<file path="src/rtl/keccak_pkg.sv">
// Shared Keccak definitions: mode encoding, rate lookup and domain-suffix bytes.
package keccak_pkg;

    localparam int LANE_W    = 64;
    localparam int MAX_RATE  = 1344;
    localparam int NUM_MODES = 6;

    localparam logic [7:0] SUFFIX_SHA3  = 8'h06;
    localparam logic [7:0] SUFFIX_SHAKE = 8'h1F;

    typedef enum logic [2:0] {
        MODE_SHA3_224 = 3'd0,
        MODE_SHA3_256 = 3'd1,
        MODE_SHA3_384 = 3'd2,
        MODE_SHA3_512 = 3'd3,
        MODE_SHAKE128 = 3'd4,
        MODE_SHAKE256 = 3'd5
    } keccak_mode_e;

    function automatic logic [4:0] rate_lanes(input logic [2:0] mode);
        case (mode)
            MODE_SHA3_224: return 5'd18;
            MODE_SHA3_256: return 5'd17;
            MODE_SHA3_384: return 5'd13;
            MODE_SHA3_512: return 5'd9;
            MODE_SHAKE128: return 5'd21;
            default:       return 5'd17;
        endcase
    endfunction

    function automatic logic [7:0] suffix_byte(input logic [2:0] mode);
        return (mode >= MODE_SHAKE128) ? SUFFIX_SHAKE : SUFFIX_SHA3;
    endfunction

endpackage

</file>
<file path="src/rtl/keccak_pad_absorb_if.sv">
// Host word stream in, rate-sized block stream out. master = host/consumer side, slave = absorb stage.
interface keccak_pad_absorb_if #(
    parameter int LANE_W   = keccak_pkg::LANE_W,
    parameter int MAX_RATE = keccak_pkg::MAX_RATE
);
    logic [2:0]          c_mode;
    logic                in_valid;
    logic                in_ready;
    logic [LANE_W-1:0]   in_data;
    logic                in_last;
    logic [3:0]          in_nbytes;
    logic                block_valid;
    logic                block_ready;
    logic [MAX_RATE-1:0] block_data;
    logic                block_last;
    logic [2:0]          mode_o;

    modport master (
        output c_mode, in_valid, in_data, in_last, in_nbytes, block_ready,
        input  in_ready, block_valid, block_data, block_last, mode_o
    );

    modport slave (
        input  c_mode, in_valid, in_data, in_last, in_nbytes, block_ready,
        output in_ready, block_valid, block_data, block_last, mode_o
    );
endinterface

</file>
<file path="src/rtl/keccak_lane_pad.sv">
// Masks a final message lane to its valid bytes and drops the domain suffix at byte n.
module keccak_lane_pad
    import keccak_pkg::*;
(
    input  logic [LANE_W-1:0] word,
    input  logic              last,
    input  logic [3:0]        nbytes,
    input  logic [7:0]        suffix,
    output logic [LANE_W-1:0] lane
);
    for (genvar gi = 0; gi < LANE_W / 8; gi++) begin : g_byte
        // nbytes is already clamped to 0..8, so n=8 keeps the whole lane and places no suffix here
        assign lane[8*gi +: 8] = !last                  ? word[8*gi +: 8] :
                                 (4'(gi) < nbytes)      ? word[8*gi +: 8] :
                                 (4'(gi) == nbytes)     ? suffix          : 8'h00;
    end
endmodule

</file>
<file path="src/rtl/keccak_pad_absorb.sv">
// Absorb stage: packs 64-bit words into a rate block, applies suffix + pad10*1, hands blocks downstream.
module keccak_pad_absorb #(
    parameter int LANE_W   = keccak_pkg::LANE_W,
    parameter int MAX_RATE = keccak_pkg::MAX_RATE
) (
    input logic clk,
    input logic rst,
    keccak_pad_absorb_if.slave bus
);
    import keccak_pkg::rate_lanes;
    import keccak_pkg::suffix_byte;
    import keccak_pkg::NUM_MODES;

    localparam int NUM_LANES = MAX_RATE / LANE_W;
    localparam int IDX_W     = $clog2(NUM_LANES + 1);

    typedef enum logic [1:0] {S_IDLE, S_FILL, S_HOLD, S_PADBLK} state_e;

    state_e                              state_reg;
    logic [2:0]                          mode_reg;
    logic [IDX_W-1:0]                    lane_idx_reg;
    logic                                pad_pending_reg;
    logic                                valid_reg;
    logic                                last_reg;
    logic [NUM_LANES-1:0][LANE_W-1:0]    buf_reg;
    logic [NUM_LANES-1:0][LANE_W-1:0]    buf_next;

    logic [2:0]        cur_mode;
    logic [IDX_W-1:0]  rate;
    logic [7:0]        suffix;
    logic              accept;
    logic [IDX_W-1:0]  wr_idx;
    logic [3:0]        n_clamp;
    logic              at_end;
    logic              suffix_spills;
    logic              defer_pad;
    logic              hold_done;
    logic [LANE_W-1:0] padded_word;

    // The first word of a message is sized by the live c_mode; everything after uses the latched mode.
    assign cur_mode      = (state_reg == S_IDLE) ? bus.c_mode : mode_reg;
    assign rate          = IDX_W'(rate_lanes(cur_mode));
    assign suffix        = suffix_byte(cur_mode);
    assign bus.in_ready  = (state_reg == S_FILL) ||
                           ((state_reg == S_IDLE) && (bus.c_mode < 3'(NUM_MODES)));
    assign accept        = bus.in_valid && bus.in_ready;
    assign wr_idx        = (state_reg == S_IDLE) ? '0 : lane_idx_reg;
    assign n_clamp       = (bus.in_nbytes > 4'd8) ? 4'd8 : bus.in_nbytes;
    assign at_end        = (wr_idx == rate - 1'b1);
    assign suffix_spills = bus.in_last && (n_clamp == 4'd8);
    // A full final word in the last lane leaves no room; the padding moves to an extra block.
    assign defer_pad     = suffix_spills && at_end;
    assign hold_done     = (state_reg == S_HOLD) && bus.block_ready;

    keccak_lane_pad u_lane_pad (
        .word   (bus.in_data),
        .last   (bus.in_last),
        .nbytes (n_clamp),
        .suffix (suffix),
        .lane   (padded_word)
    );

    for (genvar gi = 0; gi < NUM_LANES; gi++) begin : g_lane
        localparam logic [IDX_W-1:0] LANE_IDX = IDX_W'(gi);
        logic [LANE_W-1:0] lane_next;

        always_comb begin
            lane_next = buf_reg[gi];
            if (hold_done) begin
                lane_next = '0;
            end else if (state_reg == S_PADBLK) begin
                if (gi == 0) lane_next[7:0] = suffix;
                if (LANE_IDX == rate - 1'b1) lane_next[LANE_W-1 -: 8] = lane_next[LANE_W-1 -: 8] | 8'h80;
            end else if (accept) begin
                if (LANE_IDX == wr_idx) lane_next = padded_word;
                if (suffix_spills && !defer_pad && (LANE_IDX == wr_idx + 1'b1)) lane_next[7:0] = suffix;
                if (bus.in_last && !defer_pad && (LANE_IDX == rate - 1'b1))
                    lane_next[LANE_W-1 -: 8] = lane_next[LANE_W-1 -: 8] | 8'h80;
            end
        end

        assign buf_next[gi] = lane_next;
    end

    always_ff @(posedge clk or posedge rst) begin
        if (rst) begin
            state_reg       <= S_IDLE;
            mode_reg        <= '0;
            lane_idx_reg    <= '0;
            pad_pending_reg <= 1'b0;
            valid_reg       <= 1'b0;
            last_reg        <= 1'b0;
            buf_reg         <= '0;
        end else begin
            buf_reg <= buf_next;
            case (state_reg)
                S_IDLE, S_FILL: begin
                    if (accept) begin
                        if (state_reg == S_IDLE) mode_reg <= bus.c_mode;
                        lane_idx_reg <= wr_idx + 1'b1;
                        if (bus.in_last || at_end) begin
                            state_reg       <= S_HOLD;
                            valid_reg       <= 1'b1;
                            last_reg        <= bus.in_last && !defer_pad;
                            pad_pending_reg <= defer_pad;
                        end else begin
                            state_reg <= S_FILL;
                        end
                    end
                end
                S_HOLD: begin
                    if (bus.block_ready) begin
                        valid_reg    <= 1'b0;
                        last_reg     <= 1'b0;
                        lane_idx_reg <= '0;
                        if (pad_pending_reg)  state_reg <= S_PADBLK;
                        else if (last_reg)    state_reg <= S_IDLE;
                        else                  state_reg <= S_FILL;
                    end
                end
                S_PADBLK: begin
                    pad_pending_reg <= 1'b0;
                    last_reg        <= 1'b1;
                    valid_reg       <= 1'b1;
                    state_reg       <= S_HOLD;
                end
                default: state_reg <= S_IDLE;
            endcase
        end
    end

    assign bus.block_valid = valid_reg;
    assign bus.block_data  = buf_reg;
    assign bus.block_last  = last_reg;
    assign bus.mode_o      = mode_reg;
endmodule

</file>
<file path="src/flat_wrapper.sv">
// flat-port wrapper written by rule: the top's interface ports become plain ports
module keccak_pad_absorb_flat import keccak_pkg::rate_lanes; import keccak_pkg::suffix_byte; import keccak_pkg::NUM_MODES;
#(
    parameter int LANE_W   = keccak_pkg::LANE_W,
    parameter int MAX_RATE = keccak_pkg::MAX_RATE
)
  (clk, rst, bus_c_mode, bus_in_valid, bus_in_data, bus_in_last, bus_in_nbytes, bus_block_ready, bus_in_ready, bus_block_valid, bus_block_data, bus_block_last, bus_mode_o);
  keccak_pad_absorb_if #(.LANE_W(LANE_W), .MAX_RATE(MAX_RATE)) bus_i ();
  input logic clk;
  input logic rst;
  input wire logic [$bits(bus_i.c_mode)-1:0] bus_c_mode;
  input wire logic [$bits(bus_i.in_valid)-1:0] bus_in_valid;
  input wire logic [$bits(bus_i.in_data)-1:0] bus_in_data;
  input wire logic [$bits(bus_i.in_last)-1:0] bus_in_last;
  input wire logic [$bits(bus_i.in_nbytes)-1:0] bus_in_nbytes;
  input wire logic [$bits(bus_i.block_ready)-1:0] bus_block_ready;
  output wire logic [$bits(bus_i.in_ready)-1:0] bus_in_ready;
  output wire logic [$bits(bus_i.block_valid)-1:0] bus_block_valid;
  output wire logic [$bits(bus_i.block_data)-1:0] bus_block_data;
  output wire logic [$bits(bus_i.block_last)-1:0] bus_block_last;
  output wire logic [$bits(bus_i.mode_o)-1:0] bus_mode_o;
  assign bus_i.c_mode = bus_c_mode;
  assign bus_i.in_valid = bus_in_valid;
  assign bus_i.in_data = bus_in_data;
  assign bus_i.in_last = bus_in_last;
  assign bus_i.in_nbytes = bus_in_nbytes;
  assign bus_i.block_ready = bus_block_ready;
  assign bus_in_ready = bus_i.in_ready;
  assign bus_block_valid = bus_i.block_valid;
  assign bus_block_data = bus_i.block_data;
  assign bus_block_last = bus_i.block_last;
  assign bus_mode_o = bus_i.mode_o;
  keccak_pad_absorb #(.LANE_W(LANE_W), .MAX_RATE(MAX_RATE)) u_core (.clk(clk), .rst(rst), .bus(bus_i));
endmodule
</file>
<file path="config.mk">
export PLATFORM = sky130hd
export DESIGN_NAME = keccak_pad_absorb_flat
export DESIGN_NICKNAME = d
export VERILOG_FILES = /design/src/rtl/keccak_pkg.sv /design/src/rtl/keccak_pad_absorb_if.sv /design/src/rtl/keccak_lane_pad.sv /design/src/rtl/keccak_pad_absorb.sv /design/src/flat_wrapper.sv
export SDC_FILE = /design/constraint.sdc
export NUM_CORES = 2
export LEC_CHECK = 0
export CAP_MARGIN = 20
export CELL_PAD_IN_SITES_DETAIL_PLACEMENT = 0
export CELL_PAD_IN_SITES_GLOBAL_PLACEMENT = 1
export CORE_AREA = 2 2 548 550
export DETAILED_ROUTE_END_ITERATION = 10
export DIE_AREA = 0 0 550 552
export PLACE_DENSITY_LB_ADDON = 0.1
export SLEW_MARGIN = 0
export SYNTH_ARGS = -nofsm -noshare
export SYNTH_HDL_FRONTEND = slang
export SYNTH_SLANG_ARGS = --single-unit
</file>
<file path="constraint.sdc">
create_clock -name clk -period 116.9 [get_ports clk]
set_clock_uncertainty 0.2 [all_clocks]
set_input_delay 11.69 -clock clk [delete_from_list [all_inputs] [get_ports clk]]
set_output_delay 11.69 -clock clk [all_outputs]
set_load 0.02 [all_outputs]
</file>
==> reports/results.tsv <==
metric	value	unit
run_status	completed	
path_clk_slew	0.05	ns
cts_made_buffers	180	
p_switching	0.00113	W
ys_ff_latch	1357	
syn_avg_cell_area	10.2	um^2
fmax	0.0395	GHz
start_util	0.170	
hold_viol	0	
die_y	552	um
synth_nets	5049	
synth_edf_count	0	
clkPwrFrac	0.213	
drt-pass1-iter-count	5	
tightest_slew	1.13	ns
cts_tree	built	
drc	0	
arrival	13.44	ns
root_buffer	clkbuf_16	
crit_path_frequent_cell	clkdlybuf4s50_1	
setup_violations	0	
synthesis.area	50600	um^2
die-area	304000	um^2
grt_overflow	0	
ys_async_sr_fraction	1.00	
intPower	0.00146	W
routedWlPerCell	30.0	um
dp_hpwl	225000	um
largest_register_ff_count	1344	
cts_resized	0	
max_stage_delay	0.66	ns
insertion_delay	0.83	ns
grt_max_degree	114	
worst-path-max-fanout	4	
seqPwrFrac	0.311	
first_iter_violations	2284	
rows	201	
swShare	0.437	
ys_warn_count	0	
max-clock-path-buffers	4	
grt_usage	0.200	
syn_inst	4967	
crit_path_cell_trace	clkdlybuf4s50_1 > nand3b_1 > nor2b_1 > clkdlybuf4s50_1	
p_comb_frac	0.476	
gp_congestion	0.822	
clock-sinks	1357	
whs	0.274	ns
peakVddDrop	0.0118	mV
tns	0	ns
rsz0062_at_grt	no	
vias	41700	
post_cts.repair.setup_buffers	0	
maxSlewHeadroom	0.247	
maxCapViolCount	0	
p_per_area	34.2	nW/um^2
critPathRequiredTime	105.01	ns
core	298000	um^2
crit_type	input pin to primary output	
min_period	25.33	ns
min_path_type	flop to flop	
antenna_found_initial	54	
ant_nets	0	
fin_nets	6340	
critPathSlowestCell	clkdlybuf4s50_1	
ioPinCount	1426	
yosys.cell_types.count	56	
synthFlopType	dfrtp_1	
cp-start-kind	input pin	
grt_pass1_wl	414000	um
io_buffers	1425	
synth.yosys.seq_area_share	0.671	
ctsHoldBuffers	0	
end_kind	primary output	
grt_pass1_vias	42200	
h-tree-depth	4	
leakage	32.4	nW
final_layout_size_suffix_gt1_frac	0.0772	
wirelength	311000	um
die_x	550	um
fin_crit_sh	0.217	
via_per_inst	4.02	
syn_to_final_growth	49.1	%
final_max_slew_viol_count	0	
postLayoutCoreUtil	0.253	
## worst max-delay path: cells and delay by family
| kind | cells | cell delay, ns |
|---|---|---|
| buffers and inverters | 2 | 1.29 |
| AND/OR/NAND/NOR | 2 | 0.46 |
## power by group through the flow
| stage | registers, W | clock network, W | logic, W |
|---|---|---|---|
| 4_1_cts | 0.000807 | 0.000571 | 0.00126 |
| 5_1_grt | 0.000832 | 0.000588 | 0.00131 |
| 6_report | 0.000804 | 0.000550 | 0.00123 |
| 2_1_floorplan | 0.00105 | 0 | 0.000260 |
| 3_5_place_dp | 0.000811 | 0 | 0.00126 |
| 3_3_place_gp | 0.000804 | 0 | 0.00126 |
## per-layer routing
layer,vias to the layer above,GRT usage,wire length [um]
li1,19200,-,-
met1,20600,0.233,122000
met2,1449,0.344,151000
met3,364,0.0710,27300
met4,32,0.0584,10400
met5,-,0,200
## final cells by class
| cell class | instances | area [um^2] |
|---|---|---|
| antenna | 23 | 57.6 |
| clock buffer | 277 | 5190 |
| clock inverter | 34 | 450 |
| fill | 31900 | 223000 |
| inverter | 16 | 67.6 |
| multi-input combinational | 3147 | 15500 |
| sequential | 1357 | 34000 |
| tap | 3958 | 4950 |
| timing repair buffer | 1556 | 15300 |
## cells by family (layout without fill, tap and decap cells)
group / count (synthesis) / count (layout) / share of synthesized area
and+or+nand+nor: 1552 / 1552 / 0.121
buffers and inverters: 463 / 1883 / 0.0348
DFF: 1357 / 1357 / 0.671
adders and majority gates: 6 / 6 / 0.00148
xor gates and xnor gates: 4 / 4 / 0.000692
other: 0 / 23 / 0
muxes: 34 / 34 / 0.00744
AOI/OAI and AO/OA: 1551 / 1551 / 0.163
## cell usage in the layout, fill, tap and decap left out, types with 23 or more instances in the layout
cell type        Yosys  routed
nand2_2              0      25
buf_4                0     126
diode_2              0      23
a21oi_1             77      60
nor2_1              86      84
clkbuf_1           404      66
o21ai_0           1329    1313
clkbuf_16            0     181
nand3_1             37      36
nand2_1           1326    1299
clkbuf_8             0      30
clkdlybuf4s50_1      0    1425
a22o_1              60      60
dfrtp_1           1357    1357
## metrics by stage
stage / cell area (um^2) / total power (W) / instances / worst slack [ns]
3_3_place_gp: 69700 / 0.00206 / 10000 / 91.59
6_report: 75500 / 0.00258 / 10400 / 91.57
3_5_place_dp: 69800 / 0.00207 / 10000 / 91.61
2_1_floorplan: 50600 / 0.00131 / 4967 / 66.75
5_1_grt: 75400 / 0.00273 / 10300 / 91.59
4_1_cts: 75400 / 0.00264 / 10300 / 91.60
## cells in the mapped netlist, types with 5 or more instances
library cell	instances	area, um^2
buf_1	33	124
nand2b_1	7	43.8
o21a_1	5	37.5
a31oi_1	13	81.3
a21o_1	16	120
and3_1	15	93.8
nor3_1	12	60.1
mux2_2	6	67.6
mux2_4	5	75.1
ha_1	6	75.1
nand2_1	1326	4980
a211oi_1	8	60.1
nand4_1	12	75.1
or2_2	15	93.8
and2_1	19	119
inv_1	16	60.1
mux2i_1	22	220
clkbuf_1	404	1520
nand3_1	37	185
a21oi_1	77	385
a22o_1	60	526
o2bb2ai_1	6	52.6
nor2_1	86	323
buf_2	8	40.0
nor2b_1	8	50.1
o21ai_0	1329	6650
dfrtp_1	1357	34000
a221oi_1	6	52.6
o22ai_1	5	31.3
## worst paths after layout
check | cells after the start | slack, ns | from | to
min reg2reg | 2 | 0.27 | u_core.bus.block_data[1143]$_DFFE_PP0P_ | u_core.bus.block_data[1143]$_DFFE_PP0P_
min in group asynchronous | 2 | 11.22 | rst | u_core.bus.block_data[1284]$_DFFE_PP0P_
max reg2reg | 13 | 111.53 | u_core.state_reg[1]$_DFFE_PP0P_ | u_core.bus.block_data[131]$_DFFE_PP0P_
max in group asynchronous | 8 | 100.06 | rst | u_core.bus.block_data[973]$_DFFE_PP0P_
max | 4 | 91.57 | bus_c_mode[1] | bus_in_ready
min | 2 | 0.27 | u_core.bus.block_data[1143]$_DFFE_PP0P_ | u_core.bus.block_data[1143]$_DFFE_PP0P_
Note: power is estimated with default switching activity, not from simulation.
